===== config.mk =====
export PLATFORM = sky130hd
export DESIGN_NAME = ulpi_reg_access
export DESIGN_NICKNAME = d
export VERILOG_FILES = /design/src/rtl/ulpi_reg_access.sv
export SDC_FILE = /design/constraint.sdc
export NUM_CORES = 1
export LEC_CHECK = 0
export ABC_AREA = 1
export BUFFER_PORTS_ARGS = -buffer_cell sky130_fd_sc_hd__buf_2
export CORE_MARGIN = 1.5
export CORE_UTILIZATION = 30
export CTS_CLUSTER_DIAMETER = 120
export DETAILED_ROUTE_END_ITERATION = 16
export PLACE_DENSITY = 0.55
export RECOVER_POWER = 25
export SYNTH_ARGS = -nofsm -noshare
export SYNTH_HDL_FRONTEND = slang
export SYNTH_SLANG_ARGS = --single-unit
export TNS_END_PERCENT = 30

===== constraint.sdc =====
create_clock -name clk -period 1.66 [get_ports clk]
set_clock_uncertainty 0.1 [all_clocks]
set_input_delay 0.332 -clock clk [delete_from_list [all_inputs] [get_ports clk]]
set_output_delay 0.332 -clock clk [all_outputs]
set_load 0.02 [all_outputs]

===== src/rtl/ulpi_reg_access.sv =====
// Link-side ULPI register-access master: turns a req/done register request into
// a TXCMD/NXT/STP write or read handshake on the ULPI bus, with DIR steal and timeout.
//
// state    | meaning
// ---------+---------------------------------------------------------------
// IDLE     | no transaction; busy clears one cycle after done/abort
// WAIT_BUS | request latched, PHY owns the bus (dir=1), waiting for release
// W_CMD    | driving register-write TXCMD {10,addr}, waiting for nxt
// W_DATA   | driving write data, waiting for nxt
// W_STP    | one-cycle stp with NOOP on the bus, then done
// R_CMD    | driving register-read TXCMD {11,addr}, waiting for nxt
// R_TURN   | bus released, waiting for PHY to take it (dir=1 turnaround)
// R_DATA   | capture register value from the PHY
// R_END    | waiting for PHY to hand the bus back (dir=0), then done
module ulpi_reg_access #(
    parameter int TIMEOUT_CYCLES = 64
) (
    input  logic       clk,
    input  logic       rst,
    input  logic       req,
    input  logic       rw,
    input  logic [5:0] addr,
    input  logic [7:0] wdata,
    output logic [7:0] rdata,
    output logic       done,
    output logic       abort,
    output logic       busy,
    input  logic       ulpi_dir,
    input  logic       ulpi_nxt,
    output logic       ulpi_stp,
    input  logic [7:0] ulpi_data_in,
    output logic [7:0] ulpi_data_out,
    output logic       ulpi_data_oe
);

    localparam int TW = (TIMEOUT_CYCLES > 2) ? $clog2(TIMEOUT_CYCLES) : 1;
    localparam logic [TW-1:0] TMR_LOAD = TW'(TIMEOUT_CYCLES - 1);

    typedef enum logic [3:0] {
        IDLE,
        WAIT_BUS,
        W_CMD,
        W_DATA,
        W_STP,
        R_CMD,
        R_TURN,
        R_DATA,
        R_END
    } state_t;

    state_t        state;
    logic          lat_rw;
    logic [5:0]    lat_addr;
    logic [7:0]    lat_wdata;
    logic [TW-1:0] tmr;
    logic          tmr_done;
    logic [7:0]    cmd_byte;

    // Down-counter reloaded on every state change; reaching zero in a wait state
    // means TIMEOUT_CYCLES cycles have been spent there.
    assign tmr_done = (tmr == '0);
    assign cmd_byte = {1'b1, lat_rw, lat_addr};

    // Released combinationally so the link never fights the PHY in the DIR-rise cycle.
    assign ulpi_data_oe = !ulpi_dir && !rst &&
                          !((state == R_TURN) || (state == R_DATA) || (state == R_END));

    always_ff @(posedge clk) begin
        if (rst) begin
            state         <= IDLE;
            lat_rw        <= 1'b0;
            lat_addr      <= '0;
            lat_wdata     <= '0;
            tmr           <= TMR_LOAD;
            rdata         <= '0;
            done          <= 1'b0;
            abort         <= 1'b0;
            busy          <= 1'b0;
            ulpi_stp      <= 1'b0;
            ulpi_data_out <= '0;
        end else begin
            done          <= 1'b0;
            abort         <= 1'b0;
            ulpi_stp      <= 1'b0;
            ulpi_data_out <= '0;
            tmr           <= tmr - TW'(1);

            case (state)
                IDLE: begin
                    tmr  <= TMR_LOAD;
                    busy <= 1'b0;
                    if (req && !busy) begin
                        lat_rw    <= rw;
                        lat_addr  <= addr;
                        lat_wdata <= wdata;
                        busy      <= 1'b1;
                        if (!ulpi_dir) begin
                            state         <= rw ? R_CMD : W_CMD;
                            ulpi_data_out <= {1'b1, rw, addr};
                        end else begin
                            state <= WAIT_BUS;
                        end
                    end
                end

                WAIT_BUS: begin
                    if (!ulpi_dir) begin
                        state         <= lat_rw ? R_CMD : W_CMD;
                        ulpi_data_out <= cmd_byte;
                        tmr           <= TMR_LOAD;
                    end else if (tmr_done) begin
                        state <= IDLE;
                        abort <= 1'b1;
                    end
                end

                W_CMD: begin
                    if (ulpi_dir) begin
                        state <= IDLE;
                        abort <= 1'b1;
                    end else if (ulpi_nxt) begin
                        state         <= W_DATA;
                        ulpi_data_out <= lat_wdata;
                        tmr           <= TMR_LOAD;
                    end else if (tmr_done) begin
                        state <= IDLE;
                        abort <= 1'b1;
                    end else begin
                        ulpi_data_out <= cmd_byte;
                    end
                end

                W_DATA: begin
                    if (ulpi_dir) begin
                        state <= IDLE;
                        abort <= 1'b1;
                    end else if (ulpi_nxt) begin
                        state    <= W_STP;
                        ulpi_stp <= 1'b1;
                        tmr      <= TMR_LOAD;
                    end else if (tmr_done) begin
                        state <= IDLE;
                        abort <= 1'b1;
                    end else begin
                        ulpi_data_out <= lat_wdata;
                    end
                end

                W_STP: begin
                    state <= IDLE;
                    done  <= 1'b1;
                    tmr   <= TMR_LOAD;
                end

                R_CMD: begin
                    if (ulpi_dir) begin
                        state <= IDLE;
                        abort <= 1'b1;
                    end else if (ulpi_nxt) begin
                        state <= R_TURN;
                        tmr   <= TMR_LOAD;
                    end else if (tmr_done) begin
                        state <= IDLE;
                        abort <= 1'b1;
                    end else begin
                        ulpi_data_out <= cmd_byte;
                    end
                end

                R_TURN: begin
                    if (ulpi_dir) begin
                        state <= R_DATA;
                        tmr   <= TMR_LOAD;
                    end else if (tmr_done) begin
                        state <= IDLE;
                        abort <= 1'b1;
                    end
                end

                // PHY dropping dir here means no register data ever arrived.
                R_DATA: begin
                    tmr <= TMR_LOAD;
                    if (ulpi_dir) begin
                        rdata <= ulpi_data_in;
                        state <= R_END;
                    end else begin
                        state <= IDLE;
                        abort <= 1'b1;
                    end
                end

                R_END: begin
                    if (!ulpi_dir) begin
                        state <= IDLE;
                        done  <= 1'b1;
                        tmr   <= TMR_LOAD;
                    end else if (tmr_done) begin
                        state <= IDLE;
                        abort <= 1'b1;
                    end
                end

                default: begin
                    state <= IDLE;
                    tmr   <= TMR_LOAD;
                end
            endcase
        end
    end

endmodule


# --- After elaboration in Yosys (flattened, before gate mapping) ---
# Cells that the tools add are included.
totals:
  word_cells: 81
  ff_bits: 45
  inputBits: 28
op_classes:
  reduce_logical: 16
  eq_ne: 9
  bitwise: 1
  n_addsub: 1
  muxes: 43
ops:
  columns: ["cell", "count"]
  rows:
  - ["$mux W8", 11]
  - ["$mux W4", 12]
  - ["$pmux W8 S5", 1]
  - ["$pmux W4 S8", 1]
  - ["$mux W6", 4]
  - ["$pmux W6 S3", 1]
  - ["$eq A4 B3 Y1 const B", 4]
  - ["$mux W3", 3]
  - ["$eq A4 B2 Y1 const B", 2]
  - ["$mux W1", 8]
  - ["$logic_not A6 Y1", 1]
  - ["$reduce_or A3 Y1", 2]
  - ["$sub A6 B1 Y6 const B", 1]
  - ["$eq A4 B1 Y1 const B", 1]
  - ["$eq A4 B4 Y1 const B", 1]
  - ["$logic_not A1 Y1", 4]
  - ["$logic_not A4 Y1", 1]
  - ["$pmux W1 S4", 1]
  - ["$reduce_and A2 Y1", 2]
  - ["$logic_and A1 B1 Y1", 3]
  - ["$logic_or A1 B1 Y1", 2]
  - ["$ne A2 B2 Y1 const B", 1]
  - ["$pmux W1 S2", 1]
  - ["$reduce_or A2 Y1", 1]
  - ["$not A1 Y1", 1]

# --- Depth between registers and ports, before layout ---
logic_depth:
  ltp_word: 5
  mapped_depth: 10
  mapped_depth_nobuf: 9

# --- Least setup slack after synthesis ---
# OpenSTA, ideal clock, no wires.
synth_timing:
  path_kind: "flip-flop to output port"
  from: "register state[3]"
  to: "output ulpi_data_oe"
  arrival_time_ns: 1.509
  path_stages_with_launch: 6
  setup_slack_ns: -0.281
  required_ns: 1.228
  cell_sequence: "dfxtp_1 inv_1 nand2_4 nor2_1 buf_2 nor4_1"
synth_via:
  elab_chain_len: 5
  elab_cells_between_ends: 7
synth_rtl:
  columns: ["item", "line", "rtl"]
  rows:
  - ["start: declaration", "51", "state_t state;"]
  - ["start signal: assignment", "98", "state <= rw ? R_CMD : W_CMD;"]
  - ["start signal: assignment", "108", "state <= lat_rw ? R_CMD : W_CMD;"]
  - ["$eq A4 B3 Y1", "66", "!((state == R_TURN) || (state == R_DATA) || (state == R_END));"]
  - ["$logic_or A1 B1 Y1", "66", null]
  - ["$logic_or A1 B1 Y1 *", "66", null]
  - ["$logic_not A1 Y1 *", "66", null]
  - ["$logic_and A1 B1 Y1 *", "65", "assign ulpi_data_oe = !ulpi_dir && !rst &&"]
  - ["end: declaration", "33", "output logic ulpi_data_oe"]
# Every way passes the cells marked *; elsewhere a longest branch is shown, timed or not.

# --- Worst setup path after layout ---
# Same ends and word-level chain as after synthesis.

==> flow_summary_export.csv <==
group,metric,value,unit
floorplanning,io_pins,49,
clock_network,tritoncts,"built",
worst_setup_path,reg2reg_depth,9,
clock_network,root_buffer,"clkbuf_8",
placed_design,post-dp-hpwl,4120,um
worst_setup_path,r2r_start,"state[3]$_SDFFE_PP0P_",
yosys,synth_cells,298,
grt,met1_usage,0.227,
worst_setup_path,cp_slowest_cell,"dfxtp_4",
floorplanning,chipWidth,88.0,um
worst_setup_path,required,1.23,ns
clock_network,clk_path_buf_depth,2,
grt,busiest_layer,"met2",
flow_run,cap_violations,0,
finish,multi_input_area,1190,um^2
floorplanning,start_util,0.314,
finish,diodes,0,
sta,max_freq,586,MHz
sta,setup_violations,11,
drt,viasPerCell,4.69,
finish,utilization,0.431,
grt,use_met3,0.0377,
drt,num_vias,2212,
drt,drc,0,
floorplanning,die_y,88.0,um
pwr,power,2.77,mW
yosys,synth_cell_types,30,
finish,finalInstanceArea,2980,um^2
clock_network,cts_inserted_buffers,5,
grt,grt_max_degree,22,
yosys,syn_area,2170,um^2
finish,nets,405,
sta,final.min_clock_period,1.71,ns
yosys,synth.area.top_cells,"dfxtp_1, a21oi_1, nand2_1",
yosys,yosysSeqAreaShare,0.416,
yosys,syn_area_per_cell,7.27,um^2
clock_network,htree_levels,2,
placed_design,port_buffers,48,
placed_design,placed_area,2640,um^2
grt,grtUsageMet2,0.253,
sta,setup_ws,-0.0469,ns
yosys,synth_area_leader_cell,"dfxtp_1",
pwr,p_per_area,929,nW/um^2
finish,ff_latch_area,913,um^2
worst_setup_path,path_class,"reg2out",
drt,wire_per_inst,12.7,um
worst_setup_path,r2r-end,"ulpi_data_out[7]$_SDFF_PP0_",
worst_setup_path,end_kind,"primary output",
worst_setup_path,cp_max_fo,4,
drt,drtIter0Drc,118,
drt,wirelength,6010,um
grt,grt_pass1_vias,2050,
worst_setup_path,critical-path-max-stage-delay,0.38,ns
pwr,ir_drop,562,uV
worst_setup_path,crit_start,"state[3]$_SDFFE_PP0P_",
clock_network,clk_latency,0.30,ns
min_path,hold_path_depth,3,
grt,grt_first_pass_wirelength,9860,um
sta,finalHoldViolations,0,
finish,area_delta_synth_final,37.4,%
clock_network,clock_sinks,45,
min_path,hold_start,"wdata[1]",
pwr,leakagePower,1.35,nW
sta,finalCritPeriodShare,1.03,
floorplanning,core,6910,um^2
sta,rsz0062_at_grt,"yes",
yosys,synth-edff-count,0,
drt,drtPass1Iterations,4,
yosys,synth_nets,328,
yosys,yosys_most_used_dff,"dfxtp_1",
status,status,"finished with violations",
grt,antenna_found_initial,0,
placed_design,place.gp.congestion,0.902,
floorplanning,dieArea,7740,um^2
worst_setup_path,critPathLaunchType,"flip-flop",
grt,overflow,0,
finish,drive_gt1_frac,0.343,
sta,tightestPinTransition,0.330,ns
sta,tns,-0.240,ns
worst_setup_path,cp_cell_sequence,"inv_4, nand2_4, nor2_4, nor4_4, buf_4",
sta,maxSlewHeadroom,0.779,
grt,grt_usage,0.164,
min_path,min_path_type,"in2reg",
status,violations,"negative setup slack",
yosys,synth_seq_cells,45,
clock_network,path_clk_slew,0.09,ns
worst_setup_path,arrival,1.27,ns
drt,antenna_left,0,
min_path,hold_path_end,"lat_wdata[1]$_SDFFE_PP0P_",
yosys,ys_async_sr_fraction,0,
yosys,ys_warn_count,0,
worst_setup_path,r2r_slack,-0.05,ns
floorplanning,rows,30,
finish,n_fill_cell,758,
sta,finalMaxSlewViolations,0,
yosys,synth_top_area_share,0.416,
## cells by family (layout without fill, tap and decap cells)
logic type / after synthesis / in the layout / share of synthesized area
adders and majority gates: 2 / 2 / 0.0115
xor gates and xnor gates: 2 / 2 / 0.00808
and+or+nand+nor: 145 / 145 / 0.327
DFF: 45 / 45 / 0.416
buffers and inverters: 44 / 122 / 0.0901
AOI/OAI and AO/OA: 60 / 60 / 0.148
## state kept, by name, indices dropped and copies added, names as in the netlist
register	flops
abort	1
rdata	8
lat_rw	1
done	1
lat_addr	6
busy	1
state	4
lat_wdata	8
tmr	6
ulpi_stp	1
ulpi_data_out	8
## report_power, final
part / total [mW] / switching, mW / internal [mW] / leakage [nW]
combinational: 0.654 / 0.397 / 0.257 / 0.919
clock: 0.869 / 0.380 / 0.490 / 0.0574
sequential: 1.24 / 0.0641 / 1.18 / 0.370
total: 2.77 / 0.840 / 1.93 / 1.35
## worst max path at each step
stage / endpoint / depth (start not counted)
after floorplan: ulpi_data_oe / 5
after global placement: rdata[6]$_SDFFE_PP0N_ / 6
after detailed placement: rdata[4]$_SDFFE_PP0N_ / 6
after CTS: ulpi_data_oe / 5
after global routing: ulpi_data_out[7]$_SDFF_PP0_ / 9
final: ulpi_data_oe / 5
## timing repair
action / in CTS / in global routing
setup buffers: 6 / 5
endpoints found under the setup margin: 10 / 32
hold buffers: 0 / 0
gates resized for setup: 17 / 28
pin swaps: 3 / 15
## metrics by stage
step                      hold slack, ns  worst slack (ns)  instances
final                              0.155           -0.0469        472
after global routing               0.152            -0.137        472
after CTS                          0.148           -0.0321        467
after detailed placement           0.305           -0.0472        453
after global placement             0.303          -0.00648        453
after floorplan                    0.290            0.0427        298
## routing by layer
metal / vias up / routed length [um] / share of wire
met2: 67 / 2780 / 0.46
li1: 1133 / - / -
met4: 0 / 46 / 0.0077
met1: 1006 / 2830 / 0.47
met3: 6 / 357 / 0.059
met5: - / 0 / 0
## worst max-delay path: cells and delay by family, from the launching register on
kind / cells / cell delay [ns]
buffers and inverters: 2 / 0.23
AND/OR/NAND/NOR: 3 / 0.37
flip-flops: 1 / 0.38
## synth_stat cells (all sizes together), types with 2 or more instances
cell type and count:
clkbuf 3, o211ai 2, dlygate4sd1 2, nor2 48
buf 6, nand2 54, ha 2, o21ai 20
a21oi 36, nand4 13, inv 33, nand3 28
dfxtp 45
## placed cells by master, fill, tap and decap left out
master	netlist	routed
a211oi_1	1	1
a21oi_1	35	31
a21oi_2	0	4
a21oi_4	1	1
buf_2	4	40
buf_4	1	30
buf_6	1	3
buf_8	0	1
bufinv_16	0	1
clkbuf_1	2	7
clkbuf_8	0	6
clkinvlp_4	0	1
dfxtp_1	45	41
dfxtp_2	0	1
dfxtp_4	0	3
ha_1	2	2
inv_1	30	27
inv_2	3	4
inv_4	0	2
nand2_1	46	44
nand2_2	7	6
nand2_4	1	4
nand3_1	23	20
nand3_2	5	5
nand3_4	0	3
nand4_1	13	13
nor2_1	39	35
nor2_2	5	4
nor2_4	4	9
nor3_1	1	1
nor4_4	0	1
o211ai_1	2	2
o21ai_0	19	16
o21ai_1	1	4
o22ai_1	1	1
xnor2_1	1	1
xor2_1	1	1
## final cells by class
type | count | area share
tap | 96 | 0.0404
timing repair buffer | 81 | 0.168
clock buffer | 6 | 0.0277
inverter | 33 | 0.0433
sequential | 45 | 0.307
multi-input combinational | 209 | 0.401
clock inverter | 2 | 0.0126
(Power assumes the default switching activity.)
